### config.mk
export PLATFORM = sky130hd
export DESIGN_NAME = pulse_burst_gen
export DESIGN_NICKNAME = d
export VERILOG_FILES = /design/src/rtl/pulse_burst_gen.sv
export SDC_FILE = /design/constraint.sdc
export NUM_CORES = 1
export LEC_CHECK = 0
export BUFFER_PORTS_ARGS = -buffer_cell sky130_fd_sc_hd__buf_2
export CORE_MARGIN = 4
export CORE_UTILIZATION = 45
export DETAILED_ROUTE_END_ITERATION = 10
export GPL_TIMING_DRIVEN = 0
export PLACE_DENSITY = 0.68
export SETUP_SLACK_MARGIN = 0.15
export SKIP_CTS_REPAIR_TIMING = 1
export SLEW_MARGIN = 20
export SYNTH_ARGS = -nofsm -noshare
export SYNTH_HDL_FRONTEND = slang
export SYNTH_SLANG_ARGS = --single-unit
### constraint.sdc
create_clock -name clk -period 4.88 [get_ports clk]
set_clock_uncertainty 0.15 [all_clocks]
set_input_delay 0.732 -clock clk [delete_from_list [all_inputs] [get_ports clk]]
set_output_delay 0.732 -clock clk [all_outputs]
set_load 0.05 [all_outputs]
### src/rtl/pulse_burst_gen.sv
// Programmable strobe burst generator: N single-cycle strobes separated by G idle cycles,
// followed by a one-cycle done pulse. Abortable; all outputs come straight from flops.
module pulse_burst_gen #(
    parameter int CNT_W = 8,
    parameter int GAP_W = 4
) (
    input  logic             clk,
    input  logic             rst,
    input  logic             start,
    input  logic [CNT_W-1:0] burst_len,
    input  logic [GAP_W-1:0] gap_len,
    input  logic             abort,
    output logic             x_out,
    output logic             busy,
    output logic             done,
    output logic [CNT_W-1:0] remaining
);

    // State bits are {x_out, busy, done} so every output is a flop with no decode logic.
    localparam logic [2:0] S_IDLE  = 3'b000;
    localparam logic [2:0] S_PULSE = 3'b110;
    localparam logic [2:0] S_GAP   = 3'b010;
    localparam logic [2:0] S_DONE  = 3'b001;

    localparam logic [CNT_W-1:0] CNT_ZERO = CNT_W'(0);
    localparam logic [CNT_W-1:0] CNT_ONE  = CNT_W'(1);
    localparam logic [GAP_W-1:0] GAP_ZERO = GAP_W'(0);
    localparam logic [GAP_W-1:0] GAP_ONE  = GAP_W'(1);

    logic [2:0]       state_q, state_d;
    logic [CNT_W-1:0] rem_q, rem_d;
    logic [GAP_W-1:0] gap_lat_q, gap_lat_d;
    logic [GAP_W-1:0] gap_cnt_q, gap_cnt_d;

    // Next-state and datapath update for the burst sequencer.
    always_comb begin
        state_d   = state_q;
        rem_d     = rem_q;
        gap_lat_d = gap_lat_q;
        gap_cnt_d = gap_cnt_q;
        case (state_q)
            S_IDLE: begin
                if (start) begin
                    if (burst_len != CNT_ZERO) begin
                        state_d   = S_PULSE;
                        rem_d     = burst_len;
                        gap_lat_d = gap_len;
                    end else begin
                        state_d = S_DONE;
                        rem_d   = CNT_ZERO;
                    end
                end else begin
                    state_d = S_IDLE;
                end
            end
            S_PULSE: begin
                if (abort) begin
                    state_d = S_IDLE;
                    rem_d   = CNT_ZERO;
                end else if (rem_q == CNT_ONE) begin
                    state_d = S_DONE;
                    rem_d   = CNT_ZERO;
                end else begin
                    rem_d = rem_q - CNT_ONE;
                    if (gap_lat_q == GAP_ZERO) begin
                        state_d = S_PULSE;
                    end else begin
                        state_d   = S_GAP;
                        gap_cnt_d = gap_lat_q;
                    end
                end
            end
            S_GAP: begin
                if (abort) begin
                    state_d = S_IDLE;
                    rem_d   = CNT_ZERO;
                end else if (gap_cnt_q == GAP_ONE) begin
                    state_d   = S_PULSE;
                    gap_cnt_d = GAP_ZERO;
                end else begin
                    gap_cnt_d = gap_cnt_q - GAP_ONE;
                end
            end
            S_DONE: begin
                state_d = S_IDLE;
            end
            default: begin
                state_d   = S_IDLE;
                rem_d     = CNT_ZERO;
                gap_cnt_d = GAP_ZERO;
            end
        endcase
    end

    // State and datapath registers with asynchronous active-low clear.
    always_ff @(posedge clk or negedge rst) begin
        if (!rst) begin
            state_q   <= S_IDLE;
            rem_q     <= CNT_ZERO;
            gap_lat_q <= GAP_ZERO;
            gap_cnt_q <= GAP_ZERO;
        end else begin
            state_q   <= state_d;
            rem_q     <= rem_d;
            gap_lat_q <= gap_lat_d;
            gap_cnt_q <= gap_cnt_d;
        end
    end

    assign x_out     = state_q[2];
    assign busy      = state_q[1];
    assign done      = state_q[0];
    assign remaining = rem_q;

endmodule

==> metrics.md <==
| Metric | Value |
|---|---|
| Status | `finished, final reports clean` |
| Root buffer cell | `sky130_fd_sc_hd__clkbuf_4` |
| Wire length on met2 | `1420 um` |
| Length of routed met3 wiring | `222 um` |
| Number of routed nets with antenna violations | `0` |
| Share of synthesized flip-flops with an asynchronous set or reset | `100%` |
| HPWL after detailed placement | `2370 um` |
| Number of max-slew violations in the final report | `0` |
| Netlist area before placement | `1270 um2` |
| Final Hold Slack | `203 ps` |
| Source of the critical timing path | `remaining[0]` |
| CTS tree | `yes` |
| Core area | `2590 um2` |
| Reg2reg setup slack | `2630 ps` |
| Fmax achieved | `0.444 GHz` |
| Number of global-route vias before repair | `1,088` |
| Crit Path Category | `reg2reg` |
| Nets in the synthesized netlist | `148` |
| Num ports | `27` |
| Reg2reg start | `remaining[0]` |
| Starting density of the core | `49.0%` |
| Wire length on met1 | `1400 um` |
| Final antenna diode count | `0` |
| Antenna violations before repair | `0` |
| Post-Route Setup TNS | `0 ps` |
| Clock sink count | `19` |
| Unrepaired setup endpoints after global routing | `no` |
| Standard-cell rows | `18` |
| Worst voltage drop across the vdd grid | `520 uV` |
| Final cell count without fillers | `188` |
| Final hold violation count | `0` |
| Routed length per placed instance | `16.3 um` |
| Die span in y | `61.1 um` |
| Deepest clock path buffer count | `2` |
| Worst Max-Slew Pin Slew | `475 ps` |
| Number of buffers created by CTS | `3` |
| CTS H-Tree Depth | `1` |
| Final global-route overflow total | `0` |
| FF+latch count, synth | `19` |
| Ys flop type | `sky130_fd_sc_hd__dfrtp_1` |
| Final Net Count | `179` |
| Largest net degree at the start of global routing | `20` |
| Post-Synthesis Cells | `128` |
| Power per Cell Area | `711 nW/um2` |
| Number of vias per cell | `6.12` |
| Critical Path Source Type | `flop` |
| Critical path endpoint | `gap_cnt_q[1]` |
| Highest-count cells in the layout ignoring fill and taps | `sky130_fd_sc_hd__buf_2 (28), sky130_fd_sc_hd__dfrtp_1 (19), sky130_fd_sc_hd__nor2_1 (13)` |
| DRC violations left | `0` |
| Required @ worst endpoint | `4920 ps` |
| Ys Warns | `0` |
| Die width | `61.1 um` |
| Final setup violation count | `0` |
| Count of buffers inserted at the top-level ports | `26` |
| Drt pass-1 iters | `4` |
| DRT iter0 DRCs | `64` |
| Number of different library cells in the post-synthesis netlist | `42` |
| Weighted congestion reported at the end of routability-driven placement | `0.869` |
| Hold Crit Class | `in2async` |
| Synth-to-Final Area Change | `15.4%` |
| CP arrival | `2290 ps` |
| Highest metal layer used by the detailed router | `met4` |
| Tightest slew margin relative to the limit | `68.1%` |
| Total wirelength of the detailed-routed design | `3070 um` |
| Critical register-to-register path endpoint | `gap_cnt_q[1]` |
| Mean Syn Cell Area | `9.91 um2` |
| DR vias | `1,151` |
| Leakage power | `0.663 nW` |
| Inst Count DP | `184` |
| Share of the clock period used by the worst path after layout | `46.1%` |
| Reg2Reg Depth | `5` |
| Share of cells above drive strength 1 | `26.6%` |
| Most frequent standard cell in the layout excluding fill and tap cells | `sky130_fd_sc_hd__buf_2` |
| Area of the die | `3730 um2` |
| Endpoint type of the worst setup path | `flop` |
| Post-layout minimum cycle time | `2250 ps` |
| Wire length of the first global-routing pass | `4950 um` |
| Total track usage | `17.7%` |
| Part of the Yosys area used for sequential elements | `37.5%` |
| Crit path max fanout | `8` |
| Clock transition at path regs | `120 ps` |
| Skew-Pair Late Insertion Delay | `300 ps` |
| Max-cap viol count | `0` |
| Number of flops mapped to enable cells by yosys | `0` |
[worst max-delay path, cell delays in order, from the launching register on]
cell and delay, ps:
sky130_fd_sc_hd__dfrtp_1 540, sky130_fd_sc_hd__ha_1 220, sky130_fd_sc_hd__nor3b_2 420, sky130_fd_sc_hd__a21oi_1 210, sky130_fd_sc_hd__o21ai_2 250, sky130_fd_sc_hd__mux2_1 350
[registers in the layout, summed over array words and instances (netlist names)]
signal	flops
gap_lat_q	4
state_q	3
remaining	8
gap_cnt_q	4
[kinds of logic after synthesis]
logic type      share of synthesized area, %
flops                                   37.5
simple gates                            22.5
compound gates                          24.3
fa+ha+maj                               3.94
mux                                     6.90
buf+inv                                 4.93
[area by class of cell]
type	count	area [um2]
Sequential cell	19	475
Tap cell	30	37.5
Buffer	4	25.0
Multi-Input combinational cell	95	731
Clock buffer	3	22.5
Timing Repair Buffer	26	130
Inverter	10	37.5
Fill cell	254	1130
Clock inverter	1	5.00
[synth_stat cells (2+ instances only)]
cell type	number	share of area [%]
sky130_fd_sc_hd__a21o_1	3	1.8
sky130_fd_sc_hd__a21oi_1	8	3.2
sky130_fd_sc_hd__a221o_1	3	2.4
sky130_fd_sc_hd__a22o_1	2	1.4
sky130_fd_sc_hd__a32o_1	2	1.6
sky130_fd_sc_hd__a32oi_1	2	1.4
sky130_fd_sc_hd__buf_2	2	0.79
sky130_fd_sc_hd__dfrtp_1	19	37
sky130_fd_sc_hd__ha_1	4	3.9
sky130_fd_sc_hd__inv_1	10	3.0
sky130_fd_sc_hd__mux2_1	6	5.3
sky130_fd_sc_hd__mux2i_1	2	1.6
sky130_fd_sc_hd__nand2_1	7	2.1
sky130_fd_sc_hd__nand3_1	3	1.2
sky130_fd_sc_hd__nor2_1	13	3.8
sky130_fd_sc_hd__nor2b_1	2	0.99
sky130_fd_sc_hd__nor3_1	3	1.2
sky130_fd_sc_hd__nor4_1	3	1.5
sky130_fd_sc_hd__nor4_4	2	3.4
sky130_fd_sc_hd__nor4b_1	2	1.4
sky130_fd_sc_hd__o21ai_0	2	0.79
sky130_fd_sc_hd__o221a_1	2	1.8
sky130_fd_sc_hd__o22ai_1	7	3.5
[layer usage]
| metal | vias to the layer above | track usage (%) |
|---|---|---|
| met2 | 37 | 27.2 |
| met1 | 562 | 25.5 |
| li1 | 548 | - |
| met5 | - | 0 |
| met4 | 0 | 5.57 |
| met3 | 4 | 3.14 |
[per-stage QoR]
step / total power (W) / area [um2] / setup WS [ps] / utilization, %
2_1_floorplan: 0.000810 / 1270 / 2650 / -
3_3_place_gp: 0.000943 / 1440 / 2680 / 55.5
3_5_place_dp: 0.000956 / 1440 / 2640 / 55.5
4_1_cts: 0.00104 / 1460 / 2650 / 56.5
5_1_grt: 0.00112 / 1460 / 2500 / 56.5
6_report: 0.00104 / 1460 / 2630 / 56.5
[how the worst min path moves through the flow]
stage	end	slack (ps)
after floorplan	gap_cnt_q[0]	290
after global placement	gap_cnt_q[1]	360
after detailed placement	gap_lat_q[1]	370
after CTS	remaining[7]	210
after global routing	remaining[7]	230
final	remaining[7]	200
[power by group]
group          switching (W)  total (W)  leakage (nW)  internal (W)
combinational       0.000402   0.000650         0.402      0.000248
sequential         0.0000861   0.000308         0.244      0.000221
clock              0.0000519  0.0000825        0.0177     0.0000306
Note: power is estimated with default switching activity, not from simulation.
